==> src/rtl/mult_pkg.sv <==
// Shared definitions for the HI/LO multiply sequencer.
package mult_pkg;

  localparam int WIDTH_DEF = 32;
  localparam int CNT_W     = 4;

  typedef enum logic [1:0] {
    IDLE = 2'd0,
    WAIT = 2'd1,
    FIX  = 2'd2
  } state_t;

endpackage

==> src/rtl/mult_sign_cond.sv <==
// Conditional two's-complement negation: o_value = i_neg ? -i_value : i_value.
module mult_sign_cond #(
  parameter int W = 32
) (
  input  logic [W-1:0] i_value,
  input  logic         i_neg,
  output logic [W-1:0] o_value
);

  logic [W-1:0] w_negated;

  assign w_negated = ~i_value + W'(1);
  assign o_value   = i_neg ? w_negated : i_value;

endmodule

==> src/rtl/mult_hilo_seq.sv <==
// Multiply sequencer: feeds operand magnitudes to an external combinational
// multiplier core, waits LAT cycles, sign-corrects the product into HI/LO.
//
//   state | meaning
//   IDLE  | waiting for start; mthi/mtlo accepted
//   WAIT  | core inputs held, counter running down to the sample point
//   FIX   | captured product sign-corrected and written to HI/LO
module mult_hilo_seq
  import mult_pkg::*;
#(
  parameter int WIDTH = WIDTH_DEF,
  parameter int LAT   = 4
) (
  input  logic               clk,
  input  logic               rst_n,
  input  logic               start,
  input  logic               is_signed,
  input  logic [WIDTH-1:0]   op_a,
  input  logic [WIDTH-1:0]   op_b,
  output logic [WIDTH-1:0]   mc_o,
  output logic [WIDTH-1:0]   mp_o,
  input  logic [2*WIDTH-1:0] prod_i,
  input  logic               hi_we,
  input  logic               lo_we,
  input  logic [WIDTH-1:0]   wdata,
  output logic               busy,
  output logic               done,
  output logic [WIDTH-1:0]   hi,
  output logic [WIDTH-1:0]   lo
);

  state_t               r_state;
  state_t               w_state_nx;
  logic                 w_accept;
  logic                 w_capture;
  logic                 w_fix;
  logic                 w_cnt_zero;

  logic [CNT_W-1:0]     r_cnt;
  logic                 r_neg;
  logic                 r_busy;
  logic                 r_done;
  logic [WIDTH-1:0]     r_mc;
  logic [WIDTH-1:0]     r_mp;
  logic [WIDTH-1:0]     r_hi;
  logic [WIDTH-1:0]     r_lo;
  logic [2*WIDTH-1:0]   r_prod;

  logic                 w_a_neg;
  logic                 w_b_neg;
  logic [WIDTH-1:0]     w_mc_mag;
  logic [WIDTH-1:0]     w_mp_mag;
  logic [2*WIDTH-1:0]   w_prod_fix;

  assign w_a_neg    = is_signed & op_a[WIDTH-1];
  assign w_b_neg    = is_signed & op_b[WIDTH-1];
  assign w_cnt_zero = (r_cnt == '0);

  mult_sign_cond #(.W(WIDTH)) u_cond_a (
    .i_value (op_a),
    .i_neg   (w_a_neg),
    .o_value (w_mc_mag)
  );

  mult_sign_cond #(.W(WIDTH)) u_cond_b (
    .i_value (op_b),
    .i_neg   (w_b_neg),
    .o_value (w_mp_mag)
  );

  mult_sign_cond #(.W(2*WIDTH)) u_cond_p (
    .i_value (r_prod),
    .i_neg   (r_neg),
    .o_value (w_prod_fix)
  );

  // State register.
  always_ff @(posedge clk or negedge rst_n) begin
    if (!rst_n) r_state <= IDLE;
    else        r_state <= w_state_nx;
  end

  // Next-state and per-state strobes.
  always_comb begin
    w_state_nx = r_state;
    w_accept   = 1'b0;
    w_capture  = 1'b0;
    w_fix      = 1'b0;
    case (r_state)
      IDLE: begin
        if (start) begin
          w_accept   = 1'b1;
          w_state_nx = WAIT;
        end
      end
      WAIT: begin
        if (w_cnt_zero) begin
          w_capture  = 1'b1;
          w_state_nx = FIX;
        end
      end
      FIX: begin
        w_fix      = 1'b1;
        w_state_nx = IDLE;
      end
      default: w_state_nx = IDLE;
    endcase
  end

  // Operand latch, sign flag, settle counter and product capture.
  always_ff @(posedge clk or negedge rst_n) begin
    if (!rst_n) begin
      r_mc   <= '0;
      r_mp   <= '0;
      r_neg  <= 1'b0;
      r_cnt  <= '0;
      r_prod <= '0;
    end else begin
      if (w_accept) begin
        r_mc  <= w_mc_mag;
        r_mp  <= w_mp_mag;
        r_neg <= w_a_neg ^ w_b_neg;
        r_cnt <= CNT_W'(LAT - 1);
      end else if (r_state == WAIT && !w_cnt_zero) begin
        r_cnt <= r_cnt - CNT_W'(1);
      end
      if (w_capture) r_prod <= prod_i;
    end
  end

  // Handshake flags: busy spans accept..write, done is a one-cycle pulse.
  always_ff @(posedge clk or negedge rst_n) begin
    if (!rst_n) begin
      r_busy <= 1'b0;
      r_done <= 1'b0;
    end else begin
      r_done <= w_fix;
      if (w_accept)   r_busy <= 1'b1;
      else if (w_fix) r_busy <= 1'b0;
    end
  end

  // HI/LO: a completing multiply takes priority over mthi/mtlo on the same edge.
  always_ff @(posedge clk or negedge rst_n) begin
    if (!rst_n) begin
      r_hi <= '0;
      r_lo <= '0;
    end else if (w_fix) begin
      r_hi <= w_prod_fix[2*WIDTH-1:WIDTH];
      r_lo <= w_prod_fix[WIDTH-1:0];
    end else begin
      if (hi_we) r_hi <= wdata;
      if (lo_we) r_lo <= wdata;
    end
  end

  assign mc_o = r_mc;
  assign mp_o = r_mp;
  assign busy = r_busy;
  assign done = r_done;
  assign hi   = r_hi;
  assign lo   = r_lo;

endmodule

==> config.mk <==
export PLATFORM = sky130hd
export DESIGN_NAME = mult_hilo_seq
export DESIGN_NICKNAME = d
export VERILOG_FILES = /design/src/rtl/mult_pkg.sv /design/src/rtl/mult_sign_cond.sv /design/src/rtl/mult_hilo_seq.sv
export SDC_FILE = /design/constraint.sdc
export NUM_CORES = 1
export LEC_CHECK = 0
export BUFFER_PORTS_ARGS = -buffer_cell sky130_fd_sc_hd__clkbuf_2
export CORE_MARGIN = 8
export CORE_UTILIZATION = 45
export DETAILED_ROUTE_END_ITERATION = 10
export PLACE_DENSITY = 0.73
export SETUP_SLACK_MARGIN = 0.02
export SYNTH_ARGS = -nofsm -noshare
export SYNTH_HDL_FRONTEND = slang
export SYNTH_SLANG_ARGS = --single-unit
==> constraint.sdc <==
create_clock -name clk -period 2.59 [get_ports clk]
set_clock_uncertainty 0.15 [all_clocks]
set_input_delay 0.3885 -clock clk [delete_from_list [all_inputs] [get_ports clk]]
set_output_delay 0.3885 -clock clk [all_outputs]
set_load 0.1 [all_outputs]
==> qor.yml <==
drt:
  drt-initial-drc-count: 777
  dr.pass1.iters: 7
  drc_errors: 0
  routed_wl_mm: 36.8
  via_per_inst: 5.37
  routed_wire_length_per_instance_um: 18.8
  vias: 10500
  ant_nets: 0
sta:
  fin_crit_sh: 1.02
  period_needed_ns: 2.64
  timing.fmax_ghz: 0.379
  hold_viol: 0
  worstMarginPinSlew_ns: 0.713
  rsz0062_at_grt: "true"
  max_slew_margin: 0.525
  setup_violations: 9
  fin_ws_ns: -0.0491
  slew_violations: 0
yosys:
  synth.avg_cell_area_um2: 8.84
  synth_top_area_cell: "dfrtp_1"
  syn-num-nets: 1385
  synth_most_common_cell: "nand2_1"
  synth_commonest_cells: "nand2_1 (294), dfrtp_1 (201), o21ai_0 (95)"
  yosys.area.top_type_share: 0.469
  netlist_area_um2: 10700
  yosys.cell_types.count: 47
  ys_ff_latch: 201
  ys_warn_count: 0
  synthesis.instances: 1215
  synthTopCellsByArea: "dfrtp_1 (47%), nand2_1 (10%), xor2_1 (5.3%)"
  synth_edf_count: 0
  yosysSeqAreaShare: 0.469
  async_reset_ff_frac: 1.00
  synthFlopType: "dfrtp_1"
job:
  maxCapViolCount: 0
pwr:
  vdd_drop_max_mv: 1.59
  pwr-share-comb: 0.578
  p_int_uw: 9290
  swShare: 0.557
  p_seq_frac: 0.265
  p_clk_frac: 0.157
  p_per_area_nw_per_um2: 1390
  p_leak_uw: 0.00703
  p_switching_uw: 11700
floorplanning:
  die_h_um: 170
  io_pins: 296
  rows: 56
  core_region_area_um2: 23500
  fp.dieArea_um2: 29100
  start_util: 0.457
  die_w_um: 170
layout:
  ff_latch_area_um2: 5030
  postLayoutCoreUtil: 0.643
  fill_cells: 1945
  nets: 1797
  multi_input_area_um2: 5840
  syn_to_final_growth_pct: 40.6
  final_layout_size_suffix_gt1_frac: 0.304
worst_hold_path:
  min_path_type: "input pin to register"
critical_path:
  critPathKind: "register to register"
  startpoint_type: "register"
  crit_fanout: 7
  arrival_ns: 2.88
  critPathCaptureType: "register"
  r2r_slack_ns: -0.05
  cp.required_ns: 2.83
grt:
  grt_overflow: 0
  antenna_found_initial: 2
  gr-usage-met1: 0.300
  busiest_layer: "met2"
  grt_use_met3: 0.0656
  grt_pass1_vias: 10700
  grt_use_total: 0.244
  use_met2: 0.404
  grt_pass1_wl_mm: 56.8
  grt_start_max_net_pins: 125
clocking:
  clk_latency_ns: 0.52
  clkTransAtPathRegs_ns: 0.06
  numCtsBuffers: 23
  clockRootBuffer: "clkbuf_16"
  cts_tree: "built"
  cts_max_path_buffers: 3
  numClockSinks: 201
  h-tree-depth: 1
placement:
  hpwl_mm: 26.7
  port_buffers: 295
  preCtsSetupSlack_ns: -0.211
  gp_congestion: 0.885
run_status:
  violations: "setup timing"
  status: "complete, but fails checks"
==> repair_timing <==
action	4_1_cts	5_1_grt
setup buffers	6	0
hold buffers	67	0
pin swaps	23	36
gates cloned	1	1
hold endpoints to repair	134	0
resized for setup	30	59
endpoints found under the setup margin	35	40
==> registers in the layout, indices dropped and copies added (netlist names) <==
register,cells
mp_o,32
r_cnt,4
r_state,2
hi,32
r_prod,64
mc_o,32
lo,32
done,1
busy,1
r_neg,1
==> through the flow <==
stage | area [um2] | power (uW) | setup TNS, ns | hold WS [ns] | instances
after global placement | 13100 | 16900 | -2.78 | 0.298 | 1846
after global routing | 15100 | 22000 | -1.53 | 0.0292 | 1963
after detailed placement | 13100 | 17000 | -4.51 | 0.302 | 1846
after CTS | 14800 | 20700 | -0.242 | 0.00660 | 1961
after floorplan | 10700 | 14200 | 0 | -0.0571 | 1215
final | 15100 | 20900 | -0.241 | 0.0220 | 1963
==> placed cells by master (no fill, tap or decap), types with 7 or more instances in the layout <==
cell type,count
xnor2_1,57
o31ai_1,17
o31ai_2,7
or3_1,14
xor2_1,60
buf_4,81
buf_6,7
or4_1,14
inv_1,10
o31ai_4,8
o21ai_0,89
clkbuf_8,9
nor2_1,40
nor3_1,19
or2_2,7
nor2b_1,51
nor4_1,11
nand3_1,9
clkbuf_1,7
dlygate4sd3_1,67
mux2i_1,16
clkbuf_16,23
buf_12,8
dfrtp_1,200
nand2_1,290
a211oi_1,51
clkbuf_2,294
a31oi_1,8
a21oi_1,77
==> metal layers <==
layer	routed length [um]	vias up
li1	-	5035
met2	17100	408
met1	15000	4986
met3	3180	101
met5	8	-
met4	1440	2
==> cell type report <==
type | count | share of cell area
inverters | 15 | 0.00381
diodes | 1 | 0.000166
multi-input cells | 928 | 0.387
clock inverters | 3 | 0.00290
repair buffers | 458 | 0.199
clock buffers | 38 | 0.0472
well taps | 319 | 0.0264
flip-flops and latches | 201 | 0.333
==> power by group through the flow <==
stage | sequential (uW) | clock, uW | combinational [uW]
floorplan | 11000 | 0 | 3150
global placement | 5460 | 0 | 11400
detailed placement | 5490 | 0 | 11600
CTS | 5480 | 3350 | 11800
global route | 5700 | 3470 | 12800
finish | 5550 | 3280 | 12100
==> critical path: stages, from the launching register on <==
cell and delay, ns:
dfrtp_1 0.38, or4_4 0.58, buf_6 0.15, nor4b_4 0.21, buf_6 0.15, buf_12 0.11, nand4_4 0.19, o41ai_4 0.34
xor2_1 0.17, a21oi_1 0.09
==> logic make-up (layout without fill, tap and decap cells) <==
family	after synthesis	count (layout)	synth area share
adder cells (fa/ha/maj)	4	4	0.00466
AND/OR/NAND/NOR	496	497	0.215
other	0	1	0
multiplexers	16	16	0.0149
buffers and inverters	87	514	0.0307
AO/OA/AOI/OAI	288	288	0.166
flip-flops	201	201	0.469
XOR/XNOR	123	123	0.100
==> final timing paths <==
| kind | start | endpoint | cells past startpoint |
|---|---|---|---|
| worst max-delay path | r_prod[7] | hi[27] | 9 |
| max in group asynchronous | rst_n | mp_o[8] | 3 |
| worst max register to register | r_prod[7] | hi[27] | 9 |
| min in group asynchronous | rst_n | r_prod[16] | 2 |
| worst min-delay path | wdata[27] | lo[27] | 3 |
| worst min register to register | mc_o[18] | mc_o[18] | 2 |
Power figures use the tool's default switching activity.
